**src/rtl/phase_sampler_windowed_pkg.sv**
```systemverilog
// Shared definitions for the windowed phase sampler: read-bank addressing
// and FSM state encodings.
package phase_sampler_windowed_pkg;

    localparam logic [31:0] PHASE_ADDR_BASE = 32'h0000_0400;
    localparam int          READ_STRIDE     = 4;

    typedef enum logic [1:0] {
        ST_IDLE = 2'd0,
        ST_RUN  = 2'd1,
        ST_SNAP = 2'd2
    } state_t;

endpackage

```
**src/rtl/phase_counter_sat.sv**
```systemverilog
// One spin channel: synchronizes the asynchronous mismatch bit and
// accumulates it in a saturating up/down counter.
module phase_counter_sat
    import phase_sampler_windowed_pkg::*;
#(
    parameter int CW          = 16,
    parameter int SYNC_STAGES = 3
) (
    input  logic          clk,
    input  logic          rstn,
    input  logic          mismatch,
    input  logic          load,
    input  logic          en,
    input  logic [CW-1:0] load_val,
    input  logic [CW-1:0] cmax,
    output logic [CW-1:0] cnt
);

    localparam logic [CW-1:0] ONE = CW'(1);

    logic [SYNC_STAGES-1:0] sync_q;
    logic                   m_sync;

    // A value already above the ceiling (ceiling lowered mid-run) is frozen
    // rather than pulled down, so the counter never jumps.
    function automatic logic [CW-1:0] sat_step(input logic [CW-1:0] c,
                                               input logic          dn,
                                               input logic [CW-1:0] ceil);
        if (c > ceil) return c;
        if (dn)       return (c == '0)   ? c : c - ONE;
        return (c == ceil) ? c : c + ONE;
    endfunction

    always_ff @(posedge clk or negedge rstn) begin
        if (!rstn) sync_q <= '0;
        else       sync_q <= {sync_q[SYNC_STAGES-2:0], mismatch};
    end

    assign m_sync = sync_q[SYNC_STAGES-1];

    always_ff @(posedge clk or negedge rstn) begin
        if (!rstn)     cnt <= '0;
        else if (load) cnt <= load_val;
        else if (en)   cnt <= sat_step(cnt, m_sync, cmax);
    end

endmodule

```
**src/rtl/phase_sampler_windowed.sv**
```systemverilog
// Windowed phase sampler: runs N saturating mismatch counters for a
// programmable window, snapshots them and serves the snapshot over a read port.
module phase_sampler_windowed
    import phase_sampler_windowed_pkg::*;
#(
    parameter int          N           = 3,
    parameter int          CW          = 16,
    parameter int          SYNC_STAGES = 3,
    parameter logic [31:0] BASE_ADDR   = PHASE_ADDR_BASE
) (
    input  logic          clk,
    input  logic          rstn,
    input  logic          start,
    input  logic          stop,
    input  logic [31:0]   window_len,
    input  logic [CW-1:0] counter_max,
    input  logic [CW-1:0] counter_cutoff,
    input  logic [N-1:0]  outputs,
    input  logic [N-1:0]  external_spin,
    output logic          busy,
    output logic          done,
    output logic [N-1:0]  spin_est,
    input  logic          rd_en,
    input  logic [31:0]   rd_addr,
    output logic [31:0]   rd_data,
    output logic          rd_valid
);

    state_t        state, state_nxt;
    logic [31:0]   win_cnt;
    logic [CW-1:0] eff_cut;
    logic [CW-1:0] cnt  [N];
    logic [CW-1:0] snap [N];
    logic [N-1:0]  mismatch;
    logic          load, cnt_en, snap_en;
    logic [31:0]   rd_idx;
    logic [31:0]   rd_word;

    function automatic logic [CW-1:0] min_cw(input logic [CW-1:0] a,
                                             input logic [CW-1:0] b);
        return (a < b) ? a : b;
    endfunction

    assign eff_cut  = min_cw(counter_cutoff, counter_max);
    assign mismatch = outputs ^ external_spin;

    for (genvar g = 0; g < N; g++) begin : g_ch
        phase_counter_sat #(
            .CW          (CW),
            .SYNC_STAGES (SYNC_STAGES)
        ) u_cnt (
            .clk      (clk),
            .rstn     (rstn),
            .mismatch (mismatch[g]),
            .load     (load),
            .en       (cnt_en),
            .load_val (eff_cut),
            .cmax     (counter_max),
            .cnt      (cnt[g])
        );
    end

    always_ff @(posedge clk or negedge rstn) begin
        if (!rstn) state <= ST_IDLE;
        else       state <= state_nxt;
    end

    // Restart outranks both stop and window expiry.
    always_comb begin
        state_nxt = state;
        case (state)
            ST_IDLE: if (start) state_nxt = ST_RUN;
            ST_RUN: begin
                if (start)                        state_nxt = ST_RUN;
                else if (stop || win_cnt == 32'd1) state_nxt = ST_SNAP;
            end
            ST_SNAP: state_nxt = ST_IDLE;
            default: state_nxt = ST_IDLE;
        endcase
    end

    always_comb begin
        busy    = (state == ST_RUN) || (state == ST_SNAP);
        load    = start && (state != ST_SNAP);
        cnt_en  = (state == ST_RUN) && !start;
        snap_en = (state == ST_SNAP);
    end

    // A zero window loads zero here and therefore never reaches the expiry value.
    always_ff @(posedge clk or negedge rstn) begin
        if (!rstn)                                 win_cnt <= '0;
        else if (load)                             win_cnt <= window_len;
        else if (state == ST_RUN && win_cnt != '0) win_cnt <= win_cnt - 32'd1;
    end

    always_ff @(posedge clk or negedge rstn) begin
        if (!rstn) begin
            done     <= 1'b0;
            spin_est <= '0;
            for (int i = 0; i < N; i++) snap[i] <= '0;
        end else begin
            done <= snap_en;
            if (snap_en) begin
                for (int i = 0; i < N; i++) begin
                    snap[i]     <= cnt[i];
                    spin_est[i] <= (cnt[i] >= eff_cut);
                end
            end
        end
    end

    // Addresses below the base wrap to a huge index and read as zero.
    assign rd_idx = (rd_addr - BASE_ADDR) >> $clog2(READ_STRIDE);

    always_comb begin
        rd_word = '0;
        for (int i = 0; i < N; i++)
            if (rd_idx == 32'(i)) rd_word = 32'(snap[i]);
    end

    always_ff @(posedge clk or negedge rstn) begin
        if (!rstn) begin
            rd_data  <= '0;
            rd_valid <= 1'b0;
        end else begin
            rd_valid <= rd_en;
            if (rd_en) rd_data <= rd_word;
        end
    end

endmodule

```
**config.mk**
```make
export PLATFORM = sky130hd
export DESIGN_NAME = phase_sampler_windowed
export DESIGN_NICKNAME = d
export VERILOG_FILES = /design/src/rtl/phase_sampler_windowed_pkg.sv /design/src/rtl/phase_counter_sat.sv /design/src/rtl/phase_sampler_windowed.sv
export SDC_FILE = /design/constraint.sdc
export NUM_CORES = 1
export LEC_CHECK = 0
export ABC_AREA = 1
export BUFFER_PORTS_ARGS = -buffer_cell sky130_fd_sc_hd__buf_2
export CORE_ASPECT_RATIO = 0.75
export CORE_MARGIN = 2
export CORE_UTILIZATION = 60
export CTS_CLUSTER_DIAMETER = 30
export DETAILED_ROUTE_END_ITERATION = 12
export HOLD_SLACK_MARGIN = 0.08
export PLACE_DENSITY = 0.92
export SYNTH_ARGS = -nofsm -noshare
export SYNTH_HDL_FRONTEND = slang
export SYNTH_SLANG_ARGS = --single-unit
```
**constraint.sdc**
```tcl
create_clock -name clk -period 2.9 [get_ports clk]
set_input_delay 0.145 -clock clk [delete_from_list [all_inputs] [get_ports clk]]
set_output_delay 0.145 -clock clk [all_outputs]
set_load 0.05 [all_outputs]
```
* Word level (Yosys, flattened, before mapping)
Cells that the tools add are included.
** Word-level totals
- ROM bits :: 0
- Memories kept :: 0
- Input port bits :: 107
- Bits in latches :: 0
- Register bits :: 176
- Word-level logic and storage cells :: 121
- Memory bits (writable) :: 0
** Operators by class
- Divide/modulo/power cells :: 0
- Add/sub/neg operators :: 8
- Multiplexer cells :: 55
- Order comparisons :: 7
- Equal/unequal tests :: 17
- Reductions and logical operators :: 18
- Bitwise gates (word level) :: 1
- Shift-type cells :: 0
- Multipliers :: 0
** Operators by type and width (number)
- two-way mux 16 bit :: 28
- two-way mux 32 bit :: 2
- adder 16 x 1 -> 16 bit, second input constant :: 3
- == test 16 bit :: 3
- greater-or-equal comparator 16 bit :: 3
- greater-than comparator 16 bit :: 3
- zero test 16 bit :: 3
- subtractor 16 x 1 -> 16 bit, second input constant :: 3
- == test 32 x 1 -> 1 bit, second input constant :: 1
- zero test 32 bit :: 1
- nonzero test 32 bit :: 1
- subtractor 32 x 1 -> 32 bit, second input constant :: 1
- subtractor 32 x 11 -> 32 bit, second input constant :: 1
- == test 30 x 1 -> 1 bit, second input constant :: 1
- == test 30 x 2 -> 1 bit, second input constant :: 1
- two-way mux 1 bit :: 21
- < comparator 16 bit :: 1
- != test 5 bit, second input constant :: 2
- AND reduction 3 bit :: 3
- != test 4 x 2 -> 1 bit, second input constant :: 2
- two-way mux 2 bit :: 3
- != test 5 x 4 -> 1 bit, second input constant :: 1
- != test 2 bit, second input constant :: 2
- != test 4 x 1 -> 1 bit, second input constant :: 1
- other kinds (11) :: 15

* Logic depth before layout (Yosys ltp)
- Depth in word-level cells :: 11
- Depth in mapped cells :: 25

* By module
Synthesis repeated with hierarchy kept, for this count alone.
** Second synthesis, totals
- Cell total of the unflattened synthesis :: 2191
- Area, all modules :: 14737.9 µm²
** Modules (own cells, without submodules)
- phase_sampler_windowed :: sequential area each 2577.5 µm², times used 1, area an instance 7519.7 µm², cells an instance 1039
- phase_counter_sat :: sequential area each 475.5 µm², times used 3, area an instance 2406.1 µm², cells an instance 384

* Least setup slack after synthesis
Ideal clock, no wire load.
- Kind :: input to register
- From :: input counter_max[5]
- To :: register spin_est[2]
- Data required time :: 2766 ps
- Setup time :: 134 ps
- Stages on the path :: 17
- Buffers on the path :: 1
- Arrival :: 2449 ps
- Path slack :: 316 ps
- Cells stage by stage :: inv_1 ha_1 a21oi_1 nor2_1 nor3_1 nand2_1 nand2_1 nand2_2 buf_4 o21ai_0 ha_1 a21oi_1 o21ai_0 nand3_1 a21oi_1 a2111oi_0 a21oi_1
** On the way
- Cells in the longest elaborated chain, start to end :: 3
** Ends and longest elaborated chain
- from (decl) :: RTL line phase_sampler_windowed.sv:16 : input logic [CW-1:0] counter_max,
- < comparator 16 bit :: RTL line phase_sampler_windowed.sv:41 : return (a < b) ? a : b;
- two-way mux 16 bit (*) :: RTL line phase_sampler_windowed.sv:41
- greater-or-equal comparator 16 bit (*) :: RTL line phase_sampler_windowed.sv:106 : spin_est[i] <= (cnt[i] >= eff_cut);
- to (signal, indexed assignment) :: RTL line phase_sampler_windowed.sv:106
- to (decl) :: RTL line phase_sampler_windowed.sv:22 : output logic [N-1:0] spin_est,
Mark *: on every way between the ends. The rest lies on a longest branch, timed or not.
A chain may end at the register's enable or synchronous reset.

* Final worst setup path
- From :: register g_ch[0].u_cnt.sync_q[2]
- To :: register g_ch[0].u_cnt.cnt[13]
** On the way
- Cells in the longest elaborated chain, start to end :: 8
- Elaborated cells on any way between the ends :: 12
** Ends and longest elaborated chain
- from (decl) :: RTL line phase_counter_sat.sv:21 : logic [SYNC_STAGES-1:0] sync_q;
- from (signal assigned) :: RTL line phase_counter_sat.sv:36 : else sync_q <= {sync_q[SYNC_STAGES-2:0], mismatch};
- two-way mux 1 bit (2 in a row) :: RTL line phase_counter_sat.sv:30 : if (dn) return (c == '0) ? c : c - ONE;
- two-way mux 1 bit :: RTL line phase_counter_sat.sv:44 : else if (en) cnt <= sat_step(cnt, m_sync, cmax);
- two-way mux 1 bit :: RTL line phase_counter_sat.sv:43 : else if (load) cnt <= load_val;
- two-way mux 16 bit :: RTL line phase_counter_sat.sv:31 : return (c == ceil) ? c : c + ONE;
- two-way mux 16 bit :: RTL line phase_counter_sat.sv:30
- two-way mux 16 bit :: RTL line phase_counter_sat.sv:44
- two-way mux 16 bit :: RTL line phase_counter_sat.sv:43
- to (signal assigned) :: RTL line phase_counter_sat.sv:43
- to (signal assigned) :: RTL line phase_counter_sat.sv:44
- to (decl) :: RTL line phase_counter_sat.sv:16 : output logic [CW-1:0] cnt
Parallel ways exist; a longest one is shown, timed or not. The select of a mux whose other input is x is not followed.

==> results.py <==
metrics = {
    "status": {
        "outcome": "finished clean",
    },
    "flow_run": {
        "drv_cap": 0,
    },
    "synth": {
        "netlist_area_sq_mm": 0.01271,
        "yosysWarnings": 0,
        "synth_seq_cells": 160,
        "synth_cell_types": 57,
        "synthCells": 1739,
        "syn_area_per_cell_sq_um": 7.309,
        "yosysSeqAreaShare_pct": 31.50,
    },
    "power": {
        "intPower_mw": 7.447,
        "seq_power_share_pct": 28.8,
        "p_switching_mw": 7.479,
        "sw_frac_of_total_pct": 50.11,
        "p_leak_nw": 7.882,
        "combPwrFrac_pct": 55.4,
        "power_density_mw_per_mm2": 999.8,
        "pwr-share-clk_pct": 15.8,
        "peakVddDrop_uv": 524.6,
    },
    "global_routing": {
        "grt_max_degree": 82,
        "overflow": 0,
        "antenna_found_initial": 2,
        "grt_usage_pct": 38.13,
        "grt_pass1_wl_mm": 65.53,
        "grt_pass1_vias": 12590,
    },
    "setup_path": {
        "cp.required_ns": 3.22,
        "cp_data_arrival_time_ns": 3.07,
        "worst-setup-path-type": "reg -> reg",
        "start_kind": "register",
        "cp_max_fo": 12,
        "end_kind": "register",
    },
    "clocking": {
        "cts-root-buf": "clkbuf_16",
        "htreeDepth": 4,
        "cts_setup_buffers": 0,
        "cts_max_path_buffers": 2,
        "cts_tree": "done",
        "clk_latency_ns": 0.44,
        "cts.sinks": 160,
        "clk_pin_slew_ns": 0.07,
        "cts_made_buffers": 17,
    },
    "sta": {
        "drv_slew": 0,
        "skew_ns": 0.01175,
        "fin_crit_sh_pct": 95.07,
        "rsz0062_at_grt": "no",
        "hold_slack_ns": 0.1080,
        "hold_violations": 0,
        "max_slew.worst_pin.slew_ns": 0.9735,
        "max_freq_mhz": 362.7,
        "period_needed_ns": 2.757,
        "maxSlewHeadroom_pct": 35.03,
        "setup_viol": 0,
    },
    "routing": {
        "drc": 0,
        "avgRoutedWirePerCell_microns": 18.91,
        "dr.pass1.iters": 7,
        "ant_nets": 0,
        "dr_total_vias": 13760,
        "drt_iter0_drc": 1686,
        "viasPerCell": 6.141,
        "drt_wl_total_mm": 42.39,
    },
    "layout": {
        "drive_above_1_share_pct": 14.10,
        "nets": 2203,
        "final_cells": 2241,
        "synthToLayoutAreaGrowth_pct": 17.46,
    },
    "floorplan": {
        "ios": 145,
        "rows": 46,
        "die_h_microns": 130.0,
        "core_area_sq_mm": 0.02095,
        "die_w_microns": 172.1,
        "initial_core_util_pct": 60.67,
        "die_area_sq_mm": 0.02238,
    },
    "min_path": {
        "hold_path.class": "in -> reg",
    },
    "placed_design": {
        "dp.cells": 2167,
        "port_buffers": 126,
        "finalWeightedCongestion": 0.9959,
        "dp_hpwl_mm": 30.31,
    },
}
## area by class of cell
class                   count  area [sq um]
inverters                 171         641.9
multi-input cells        1356          7759
diodes                      2         5.005
repair buffers            232          1558
fillers                  1630          6021
clock inverters            13         148.9
clock buffers              19         452.9
well taps                 288         360.3
flip-flops and latches    160          4004
## power by group through the flow
stage / Combinational [mW] / Sequential [mW] / Clock, mW
6_report: 8.27 / 4.30 / 2.36
5_1_grt: 9.20 / 4.33 / 2.45
4_1_cts: 7.96 / 4.19 / 2.34
3_5_place_dp: 7.79 / 4.21 / 0
3_3_place_gp: 7.41 / 4.18 / 0
2_1_floorplan: 5.63 / 3.93 / 0
## through the flow
step	util, %	total power [mW]	worst slack, ns	area [sq um]	setup TNS, ns
detailed placement	66.41	12.01	-0.1717	13910	-0.2308
global route	71.24	15.98	0.02739	14920	0
global placement	66.41	11.59	-0.1257	13910	-0.1987
finish	71.26	14.93	0.1429	14930	0
floorplan	-	9.562	0.3164	12770	0
CTS	71.19	14.50	0.2312	14910	0
## worst max-delay path, stage by stage, from the launching register on
cell and delay [ns]:
dfrtp_1 0.73, ha_1 0.42, a21oi_1 0.20, o21ai_0 0.15, nand2_1 0.09, nand4_1 0.23, a21o_1 0.25, or2_2 0.26
nand3_1 0.08, nand2_1 0.06, nand2_1 0.08, o21ai_0 0.08
## layout by cell type (no fill, tap or decap), drive strengths merged, types with 5 or more instances in the layout
master,count
nand2,474
buf,192
inv,176
dfrtp,160
ha,155
o21ai,148
nor2,119
a21oi,118
nand3,114
dlygate4sd3,40
nor3,30
or2,25
xor2,23
nand4,21
clkbuf,19
nor4,18
conb,16
a31oi,13
o211ai,10
o21a,8
a211oi,7
xnor2,7
o221ai,6
a21o,5
## path summary, 6_finish.rpt
path,start,end,slack (ns),depth (start not counted)
max,g_ch[0].u_cnt.sync_q[2]$_DFF_PN0_,g_ch[0].u_cnt.cnt[13]$_DFFE_PN0P_,0.14,11
max reg2reg,g_ch[0].u_cnt.sync_q[2]$_DFF_PN0_,g_ch[0].u_cnt.cnt[13]$_DFFE_PN0P_,0.14,11
max in group asynchronous,rstn,win_cnt[17]$_DFFE_PN0P_,1.71,3
min,stop,state[1]$_DFFE_PN0P_,0.11,3
min reg2reg,g_ch[0].u_cnt.sync_q[1]$_DFF_PN0_,g_ch[0].u_cnt.sync_q[2]$_DFF_PN0_,0.35,0
min in group asynchronous,rstn,snap[12]$_DFFE_PN0P_,0.31,2
## state kept, by name (all words and copies together) (netlist names)
name / count
g_ch.u_cnt.sync_q: 9
snap: 48
rd_valid: 1
spin_est: 3
rd_data: 16
win_cnt: 32
g_ch.u_cnt.cnt: 48
done: 1
state: 2
## logic make-up (layout without fill, tap and decap cells)
family | Yosys count | after routing | share of synthesized area [%]
other cells | 1 | 18 | 0.02951
buf+inv | 238 | 435 | 8.053
simple gates | 810 | 810 | 27.62
xor+xnor | 30 | 30 | 2.067
fa+ha+maj | 158 | 158 | 15.73
flops | 160 | 160 | 31.50
compound gates | 342 | 342 | 14.99
## routing by layer
layer,global-route usage [%],vias to the layer above,wire [microns]
met5,0,-,0
met3,10.86,246,5608
met4,18.98,0,2496
met2,58.47,1010,17940
li1,-,6235,-
met1,49.81,6271,16340
## synthesized netlist by cell type, drive strengths merged
cell type    n  share of area (%)
xnor2        7               0.48
nand3b       3               0.21
o21bai       3               0.18
xor2        23                1.6
a211oi       7               0.41
and2         3               0.15
ha         155                 15
a21oi      118                4.6
o221ai       6               0.41
o21ai      148                5.9
nand4       21                1.2
a2111oi      1              0.069
a21boi       4               0.24
o211ai      10               0.59
a31oi       13               0.64
nor3        30                1.5
clkbuf      34                1.0
or4          1              0.059
conb         1              0.030
inv        171                5.1
or2         25                1.3
nand3      114                4.5
nor4        18               0.98
o22a         2               0.14
a21o         5               0.30
a31o         3               0.21
o31ai        4               0.24
o22ai        4               0.20
nor2       119                3.6
o311ai       4               0.28
dfrtp      160                 32
o21a         8               0.47
buf         33                2.0
fa           3               0.47
nand2      474                 14
o2111ai      1              0.069
a22oi        1              0.059
and3         2              0.098
## repair_timing
item / CTS / global route
hold endpoints to repair: 113 / 0
setup endpoints to repair: 0 / 5
gates resized for setup: 0 / 4
hold buffers: 40 / 0
(Power assumes the default switching activity.)
